### src/rtl/pedal_pkg.sv
// pedal_pkg: shared sample type, scheduler states and clock constant for the pedal audio path
package pedal_pkg;
  typedef logic [15:0] sample_t;
  typedef enum logic [2:0] {PREFILL, WAIT_TICK, LOAD, REQ, BUSY} sched_state_t;
  localparam int CLK_HZ_DEFAULT = 25000000;
endpackage

### src/rtl/sync_fifo.sv
// sync_fifo: first-word fall-through sample FIFO; a write into a full FIFO succeeds only alongside a read
module sync_fifo import pedal_pkg::*; #(
  parameter int DEPTH = 8
) (
  input  logic                     clk,
  input  logic                     rst,
  input  logic                     wr_en,
  input  sample_t                  wr_data,
  input  logic                     rd_en,
  output sample_t                  rd_data,
  output logic                     full,
  output logic                     empty,
  output logic [$clog2(DEPTH):0]   level
);
  localparam int AW = $clog2(DEPTH);
  sample_t mem [DEPTH];
  logic [AW-1:0] wr_ptr, rd_ptr;
  logic wr_ok, rd_ok;
  assign empty = level == '0;
  assign full = level[AW];
  assign rd_ok = rd_en && !empty;
  assign wr_ok = wr_en && (!full || rd_ok);
  assign rd_data = mem[rd_ptr];
  always_ff @(posedge clk or posedge rst)
    if (rst) begin
      wr_ptr <= '0;
      rd_ptr <= '0;
      level <= '0;
    end else begin
      if (wr_ok) wr_ptr <= wr_ptr + 1'b1;
      if (rd_ok) rd_ptr <= rd_ptr + 1'b1;
      level <= level + {{AW{1'b0}}, wr_ok} - {{AW{1'b0}}, rd_ok};
    end
  always_ff @(posedge clk)
    if (wr_ok) mem[wr_ptr] <= wr_data;
endmodule

### src/rtl/sample_scheduler.sv
// sample_scheduler: buffers SPI samples and hands them to the DAC driver on a fixed sample-rate tick
module sample_scheduler import pedal_pkg::*; #(
  parameter int CLK_HZ         = CLK_HZ_DEFAULT,
  parameter int SAMPLE_HZ      = 48000,
  parameter int DEPTH          = 8,
  parameter int PREFILL        = 4,
  parameter int UNDERRUN_LIMIT = 16
) (
  input  logic                   clk_25mhz,
  input  logic                   reset,
  input  logic [15:0]            in_sample,
  input  logic                   in_valid,
  output logic [15:0]            dac_data,
  output logic                   dac_start,
  input  logic                   dac_busy,
  output logic [$clog2(DEPTH):0] fifo_level,
  output logic                   playing,
  output logic                   underrun,
  output logic                   overflow,
  output logic                   late_tick,
  input  logic                   clear_flags
);
  localparam int DIV = CLK_HZ / SAMPLE_HZ;
  localparam int LW = $clog2(DEPTH) + 1;
  localparam int DW = $clog2(DIV + 1);
  localparam int UW = $clog2(UNDERRUN_LIMIT + 1);
  sched_state_t state, state_n;
  logic [DW-1:0] div;
  logic [UW-1:0] run, run_inc;
  logic tick, pending, consume, pop, starve, give_up, full, empty;
  sample_t head;
  assign tick = div == DW'(DIV - 1);
  assign consume = state == WAIT_TICK && pending;
  assign pop = state == LOAD && !empty;
  assign starve = state == LOAD && empty;
  assign run_inc = run + 1'b1;
  assign give_up = starve && run_inc == UW'(UNDERRUN_LIMIT);
  assign playing = state != pedal_pkg::PREFILL;
  assign dac_start = state == REQ;
  sync_fifo #(.DEPTH(DEPTH)) fifo (
    .clk(clk_25mhz),
    .rst(reset),
    .wr_en(in_valid),
    .wr_data(in_sample),
    .rd_en(pop),
    .rd_data(head),
    .full(full),
    .empty(empty),
    .level(fifo_level)
  );
  always_ff @(posedge clk_25mhz or posedge reset)
    if (reset) state <= pedal_pkg::PREFILL;
    else state <= state_n;
  always_comb begin
    state_n = state;
    case (state)
      pedal_pkg::PREFILL: state_n = fifo_level >= LW'(PREFILL) ? WAIT_TICK : state;
      WAIT_TICK: state_n = pending ? LOAD : state;
      LOAD: state_n = give_up ? pedal_pkg::PREFILL : REQ;
      REQ: state_n = dac_busy ? BUSY : state;
      BUSY: state_n = dac_busy ? state : WAIT_TICK;
      default: state_n = pedal_pkg::PREFILL;
    endcase
  end
  // Ticks seen while prefilling are dropped, so pending only lives while playing.
  always_ff @(posedge clk_25mhz or posedge reset)
    if (reset) begin
      div <= '0;
      pending <= 1'b0;
      run <= '0;
      dac_data <= '0;
      underrun <= 1'b0;
      overflow <= 1'b0;
      late_tick <= 1'b0;
    end else begin
      div <= tick ? '0 : div + 1'b1;
      pending <= playing && (consume ? tick : (pending || tick));
      run <= (pop || give_up) ? '0 : starve ? run_inc : run;
      dac_data <= give_up ? '0 : pop ? head : dac_data;
      underrun <= starve || (underrun && !clear_flags);
      overflow <= (in_valid && full && !pop) || (overflow && !clear_flags);
      late_tick <= (playing && tick && pending && !consume) || (late_tick && !clear_flags);
    end
endmodule

### config.mk
export PLATFORM = sky130hd
export DESIGN_NAME = sample_scheduler
export DESIGN_NICKNAME = d
export VERILOG_FILES = /design/src/rtl/pedal_pkg.sv /design/src/rtl/sync_fifo.sv /design/src/rtl/sample_scheduler.sv
export SDC_FILE = /design/constraint.sdc
export NUM_CORES = 1
export LEC_CHECK = 0
export CAP_MARGIN = 0
export CORE_ASPECT_RATIO = 0.9
export CORE_MARGIN = 2
export CORE_UTILIZATION = 38
export DETAILED_ROUTE_END_ITERATION = 8
export DONT_BUFFER_PORTS = 1
export PLACE_DENSITY_LB_ADDON = 0.3
export SYNTH_ARGS = -nofsm -noshare
export SYNTH_HDL_FRONTEND = slang
export SYNTH_HIERARCHICAL = 1
export SYNTH_SLANG_ARGS = --single-unit
### constraint.sdc
create_clock -name clk_25mhz -period 10.3 [get_ports clk_25mhz]
set_clock_uncertainty 0.1 [all_clocks]
set_input_delay 2.06 -clock clk_25mhz [delete_from_list [all_inputs] [get_ports clk_25mhz]]
set_output_delay 2.06 -clock clk_25mhz [all_outputs]
set_load 0.05 [all_outputs]
==> results of run 1 <==
layout by cell type (no fill, tap or decap), types with 3 or more instances in the layout:
cell and n:
edfxtp_1 128, dfrtp_1 47, inv_1 28, mux4_1 24, o21ai_0 19, nand2_1 18, mux2_2 18, a22oi_1 17
clkbuf_16 17, nor2_1 11, buf_4 11, nand3_1 10, ha_1 10, xnor2_1 8, mux4_2 8, xor2_1 5
inv_6 5, nand4_1 4, nand2b_1 4, and2_1 3, o22ai_1 3, clkinv_1 3, a21oi_1 3, clkinv_2 3
through the flow:
step,hold WS [ps],setup slack (ps)
after floorplan,332,6430
after CTS,367,6610
after global placement,350,6800
after detailed placement,357,6760
final,366,6630
after global routing,406,6530
synth_stat cells (all sizes together), types with 4 or more instances:
cell type    n
a22oi       17
buf         15
clkbuf       4
dfrtp       48
edfxtp     128
ha          10
inv         29
mux2        18
mux4        32
nand2       18
nand2b       4
nand3       10
nand4        4
nor2        12
nor3         4
o21ai       23
xnor2        9
xor2         5
layer usage:
layer	vias to the layer above	wire, µm	global-route usage
met4	0	163	0.0514
met5	-	0	0
li1	1679	-	-
met3	13	830	0.0500
met1	1917	6240	0.186
met2	86	6900	0.241
state kept, by name (all words and copies together) (netlist names):
name and cells:
fifo/level 4, state 3, run 5, fifo/rd_ptr 3
late_tick 1, underrun 1, fifo/wr_ptr 3, pending 1
dac_data 16, overflow 1, div 10, fifo/mem 128
final timing paths:
check / startpoint / endpoint / slack (ps) / cells after the start
max: state[0]$_DFFE_PP0P_ / playing / 6630 / 1
min: div[0]$_DFF_PP0_ / div[0]$_DFF_PP0_ / 370 / 1
max reg2reg: state[1]$_DFFE_PP0P_ / fifo/level[2]$_DFF_PP0_ / 6760 / 9
min reg2reg: div[0]$_DFF_PP0_ / div[0]$_DFF_PP0_ / 370 / 1
max in group asynchronous: reset / dac_data[5]$_DFFE_PP0P_ / 8220 / 2
min in group asynchronous: reset / fifo/rd_ptr[2]$_DFFE_PP0P_ / 1380 / 1
logic make-up after synthesis:
group | after synthesis | share of synthesized area
multiplexers | 52 | 0.141
XOR/XNOR | 14 | 0.0177
AO/OA/AOI/OAI | 57 | 0.0506
AND/OR/NAND/NOR | 68 | 0.0499
adder cells (fa/ha/maj) | 11 | 0.0197
flip-flops | 176 | 0.686
buffers and inverters | 48 | 0.0352
final cells by class:
class,count,share of cell area
inverters,29,0.0134
flip-flops and latches,176,0.620
clock buffers,18,0.0527
multi-input cells,202,0.253
repair buffers,11,0.0101
well taps,250,0.0384
clock inverters,14,0.0131
power by group through the flow:
stage               registers, mW  clock network, mW  logic (mW)
detailed placement          0.777                  0     0.00496
finish                      0.762              0.593     0.00449
CTS                         0.762              0.607     0.00491
floorplan                   0.777                  0     0.00327
global placement            0.777                  0     0.00478
global route                0.762              0.632     0.00561
==> impl_results.md, run 1 <==
- CP Launch Type: register
- Final wirelength: 14100 µm
- CTS buffer count: 17
- FP Rows: 48
- Critical path buffers and inverters: 0
- Largest stage delay on the critical path: 640 ps
- Nets: 469
- Critical path arrival: 1510 ps
- Register area share after synthesis: 0.686
- Ys flop type: edfxtp_1
- Status: completed
- Post-layout util: 0.426
- Final setup violation count: 0
- Layout overhead on the synthesized area: 10.8%
- Drt pass-1 iters: 4
- Maximum fanout along the worst path: 9
- Min Tclk post-route: 3670 ps
- Final routed DRC violation total: 0
- Power per cell area: 167 nW/µm²
- Filler Cells Inserted: 1700
- Share of layout cells above drive strength 1: 0.162
- Root Driver: clkbuf_16
- Worst skew pair latency: 430 ps
- Die Area: 20500 µm²
- I/O pins: 46
- Worst path cell trace: or3_1
- VDD IR-drop max: 107 µV
- Post-Syn Area: 7350 µm²
- Sw Share: 0.209
- Clock power share: 0.436
- CP max-delay cell: or3_1
- Post-synth top area cell: edfxtp_1
- Syn Inst Count: 426
- Clock buffer depth: 2
- Avg Synthesized Cell Area: 17.3 µm²
- Vias in the first global route: 3826
- Leak: 2.85 nW
- Worst endpoint required time: 8140 ps
- Multi-input logic area: 2060 µm²
- Initial antenna violation count: 0
- Remaining antenna violation count after routing: 0
- RSZ-0062 raised after global routing: false
- Sequential power share: 0.561
- Max-slew violations: 0
- Initial Util: 0.385
- Design area: 8140 µm²
- DR WL/cell: 20.2 µm
- Placed cell count: 668
- IO buf count: 0
- Post-synth cell types: 48
- Die width: 151 µm
- Worst-Margin Slew: 1150 ps
- Cell internal pwr: 1.08 mW
- Maxcap violations: 0
- Synthesized Nets: 458
- Final Non-Filler Cells: 700
- Die height: 136 µm
- Period Utilization, post-route: 0.356
- Largest net degree at the start of global routing: 39
- Final TNS setup: 0 ps
- Core Area: 19100 µm²
- # hold bufs at CTS: 0
- Yosys reg bits: 176
- Gpl congestion: 0.765
- Comb power frac: 0.003
- Clk sinks: 176
- Post-CTS Setup Bufs: 0
- Via count: 3695
- Fmax: 272 MHz
- Ant. Diodes: 0
- CTS tree: done
- Crit. End Element: primary output
- Synth area leaders: edfxtp_1 (52%), dfrtp_1 (16%), mux4_1 (8.6%)
- Type of the worst min-delay path: reg -> reg
- Global-route wire length before repair: 21800 µm
- Yosys warnings: 6
- Reg clk slew, reported paths: 70 ps
- Largest delay contributor family on the critical path: simple AND/OR/NAND/NOR gates
- Post-detail-place hpwl: 8280 µm
- Via density: 5.28
- Hold Fails Final Rpt: 0
- Area share of the largest cell type after synthesis: 0.523
- Total power: 1.36 mW
- Gr ovfl total: 0
- Synth async-reset ratio: 0.273
- Area after DPL: 7610 µm²
- Slew headroom: 0.236
- Switching power total: 0.284 mW
- Kind of critical path: reg -> out
- H-tree levels: 4
- FF+latch area: 5050 µm²
- DR iter-0 viols: 247
- Gates resized, CTS repair: 0
- Number of synthesized flops with an enable pin: 128
- Gr usage total: 0.148
Power figures use the tool's default switching activity.
==> run 2: changes to the inputs <==
clock period = 3 ns   (was 10.3 ns; I/O delays follow)
==> run 2 against run 1 <==
Net effect:
- register-to-register slack worse by 6600 ps
- utilization is 1.4 points higher
- sequential power grew to 3.4 times the previous value
- hold slack worse by 360 ps
- cell count is 2.1% higher
- die area stayed put
- largest power group unchanged
- total power grew to 3.6 times the previous value
- non-clock buffer count is 15 higher
==> impl_results.md, run 2 (synthesis results as in run 1) <==
- Status: completed (unchanged)
- Maxcap violations: 0 (unchanged)
- FP Rows: 48 (unchanged)
- RSZ-0062 raised after global routing: false (unchanged)
- Largest net degree at the start of global routing: 34 (was 39)
- Hold Slack: 5.26 ps (was 366 ps)
- Maximum fanout along the worst path: 4 (was 9)
- Worst skew pair latency: 420 ps (was 430 ps)
- Post-CTS Setup Bufs: 0 (unchanged)
- Filler Cells Inserted: 1624 (was 1700)
- Clock buffer depth: 2 (unchanged)
- Die Area: 20500 µm² (unchanged)
- Fmax: 356 MHz
- Type of the worst min-delay path: in -> async (was reg -> reg)
- CP max-delay cell: dfrtp_2 (was or3_1)
- Final routed DRC violation total: 0 (unchanged)
- Clock power share: 0.469 (was 0.436)
- Gr usage total: 0.145 (was 0.148)
- Critical path arrival: 3010 ps (was 1510 ps)
- FF+latch area: 5050 µm² (about the same)
- Initial antenna violation count: 0 (unchanged)
- Final setup violation count: 0 (unchanged)
- Remaining antenna violation count after routing: 0 (unchanged)
- Final TNS setup: 0 ps (unchanged)
- IO buf count: 0 (unchanged)
- Sequential power share: 0.528 (was 0.561)
- CTS tree: done (unchanged)
- Ant. Diodes: 0 (unchanged)
- Most frequent cells in the layout: edfxtp_1 (128), dfrtp_1 (46), inv_1 (29), mux4_1 (24), buf_4 (21) (was edfxtp_1 (128), dfrtp_1 (47), inv_1 (28), mux4_1 (24), o21ai_0 (19))
- Layout overhead on the synthesized area: 14.5% (was 10.8%)
- Gpl congestion: 0.756 (was 0.765)
- Final wirelength: 14100 µm (about the same)
- Post-layout util: 0.441 (was 0.426)
- Leak: 2.97 nW (was 2.85 nW)
- DR iter-0 viols: 212 (was 247)
- Via density: 5.15 (was 5.28)
- Core Area: 19100 µm² (unchanged)
- Switching power total: 1.00 mW (was 0.284 mW)
- CTS buffer count: 17 (unchanged)
- Biggest regs: fifo/mem: 128 flops, dac_data: 16 flops, div: 10 flops (unchanged)
- Drt pass-1 iters: 4 (unchanged)
- Worst path cell trace: inv_1 > ha_1 > nor3b_4 > nor2_8 > nand2b_1 > nand3_2 > ha_1 > inv_1 > ha_1 > fa_1 > xor2_1 (was or3_1)
- Gr ovfl total: 0 (unchanged)
- DR WL/cell: 19.7 µm (was 20.2 µm)
- Comb power frac: 0.003 (about the same)
- Sw Share: 0.202 (was 0.209)
- Post-detail-place hpwl: 8890 µm (was 8280 µm)
- Share of layout cells above drive strength 1: 0.198 (was 0.162)
- Largest stage delay on the critical path: 530 ps (was 640 ps)
- Die height: 136 µm (unchanged)
- Reg clk slew, reported paths: 70 ps (about the same)
- Multi-input logic area: 2070 µm² (was 2060 µm²)
- Worst-Margin Slew: 572 ps (was 1150 ps)
- CP Launch Type: register (unchanged)
- Power per cell area: 590 nW/µm² (was 167 nW/µm²)
- Worst endpoint required time: 3200 ps (was 8140 ps)
- Most numerous cell on the critical path: ha_1
- Min Tclk post-route: 2810 ps
- Via count: 3679 (was 3695)
- Kind of critical path: reg -> reg (was reg -> out)
- Period Utilization, post-route: 0.937
- VDD IR-drop max: 401 µV (was 107 µV)
- Crit. End Element: register (was primary output)
- Root Driver: clkbuf_16 (unchanged)
- H-tree levels: 4 (unchanged)
- I/O pins: 46 (unchanged)
- Slew headroom: 0.618 (was 0.236)
- Hold Fails Final Rpt: 0 (unchanged)
- Initial Util: 0.385 (unchanged)
- Max FFs per register: 128 (unchanged)
- Clk sinks: 176 (unchanged)
- Max-slew violations: 0 (unchanged)
- Nets: 484 (was 469)
- Most common cell after layout, fill and taps aside: edfxtp_1 (unchanged)
- Cell internal pwr: 3.96 mW (was 1.08 mW)
- Biggest register: fifo/mem (unchanged)
- Global-route wire length before repair: 21800 µm (about the same)
- Die width: 151 µm (unchanged)
- Vias in the first global route: 3878 (was 3826)
==> run 2: cell count changes in the layout (fill, tap and decap cells not counted), sizes merged <==
cell,previous run,this run
clkinv,8,2
buf,11,25
clkinvlp,0,2
inv,35,36
bufinv,0,3
dlygate4sd3,0,1
==> run 2: worst paths after layout <==
check                                   startpoint                          to  slack, ps  cells past startpoint
min in group clk_25mhz                in_sample[2]    fifo/mem[1][2]$_DFFE_PP_        170                      0
max                        fifo/level[2]$_DFF_PP0_     fifo/level[2]$_DFF_PP0_        190                     11
min reg2reg                       div[0]$_DFF_PP0_            div[0]$_DFF_PP0_        380                      1
max reg2reg                fifo/level[2]$_DFF_PP0_     fifo/level[2]$_DFF_PP0_        190                     11
min                                          reset            div[0]$_DFF_PP0_          5                      1
max in group asynchronous                    reset  fifo/rd_ptr[1]$_DFFE_PP0P_       1980                      2
==> run 2: through the flow <==
stage	instances	power, mW	setup slack [ps]	instance area (µm²)
after global placement	682	2.69	257	7770
final	715	4.96	190	8410
after floorplan	426	2.68	125	7370
after detailed placement	682	2.69	150	7770
after CTS	715	5.01	120	8410
after global routing	715	5.11	65.7	8410
==> run 2: area by class of cell <==
type / count / share of cell area
clock buffer: 18 / 0.0510
inverter: 29 / 0.0129
sequential: 176 / 0.600
timing repair buffer: 26 / 0.0294
clock inverter: 14 / 0.0232
multi-input combinational: 202 / 0.246
tap: 250 / 0.0372
==> run 2: critical path: cells and delay by family (launching register included) <==
| kind | cells | cell delay (ps) |
|---|---|---|
| adders and majority gates | 4 | 1110 |
| DFF | 1 | 530 |
| xor gates and xnor gates | 1 | 160 |
| and+or+nand+nor | 4 | 630 |
| buffers and inverters | 2 | 160 |
==> run 2: metal layers <==
layer  track usage  up-vias  routed length, µm
met2         0.233       63               6740
met4        0.0384        0                151
met5             0        -                  0
met1         0.190     1892               6420
met3        0.0513       10                748
li1              -     1714                  -
==> run 2: repair_timing <==
item / in CTS / in global routing
endpoints found under the setup margin: 0 / 1
endpoints found under the hold margin: 10 / 0
hold buffers: 1 / 0
gates resized for setup: 0 / 1
==> run 2: power by group through the flow <==
stage	Clock, mW	Combinational, mW	Sequential, mW
floorplan	0	0.0112	2.67
global placement	0	0.0171	2.67
detailed placement	0	0.0173	2.67
CTS	2.38	0.0185	2.62
global route	2.47	0.0207	2.62
finish	2.33	0.0170	2.62
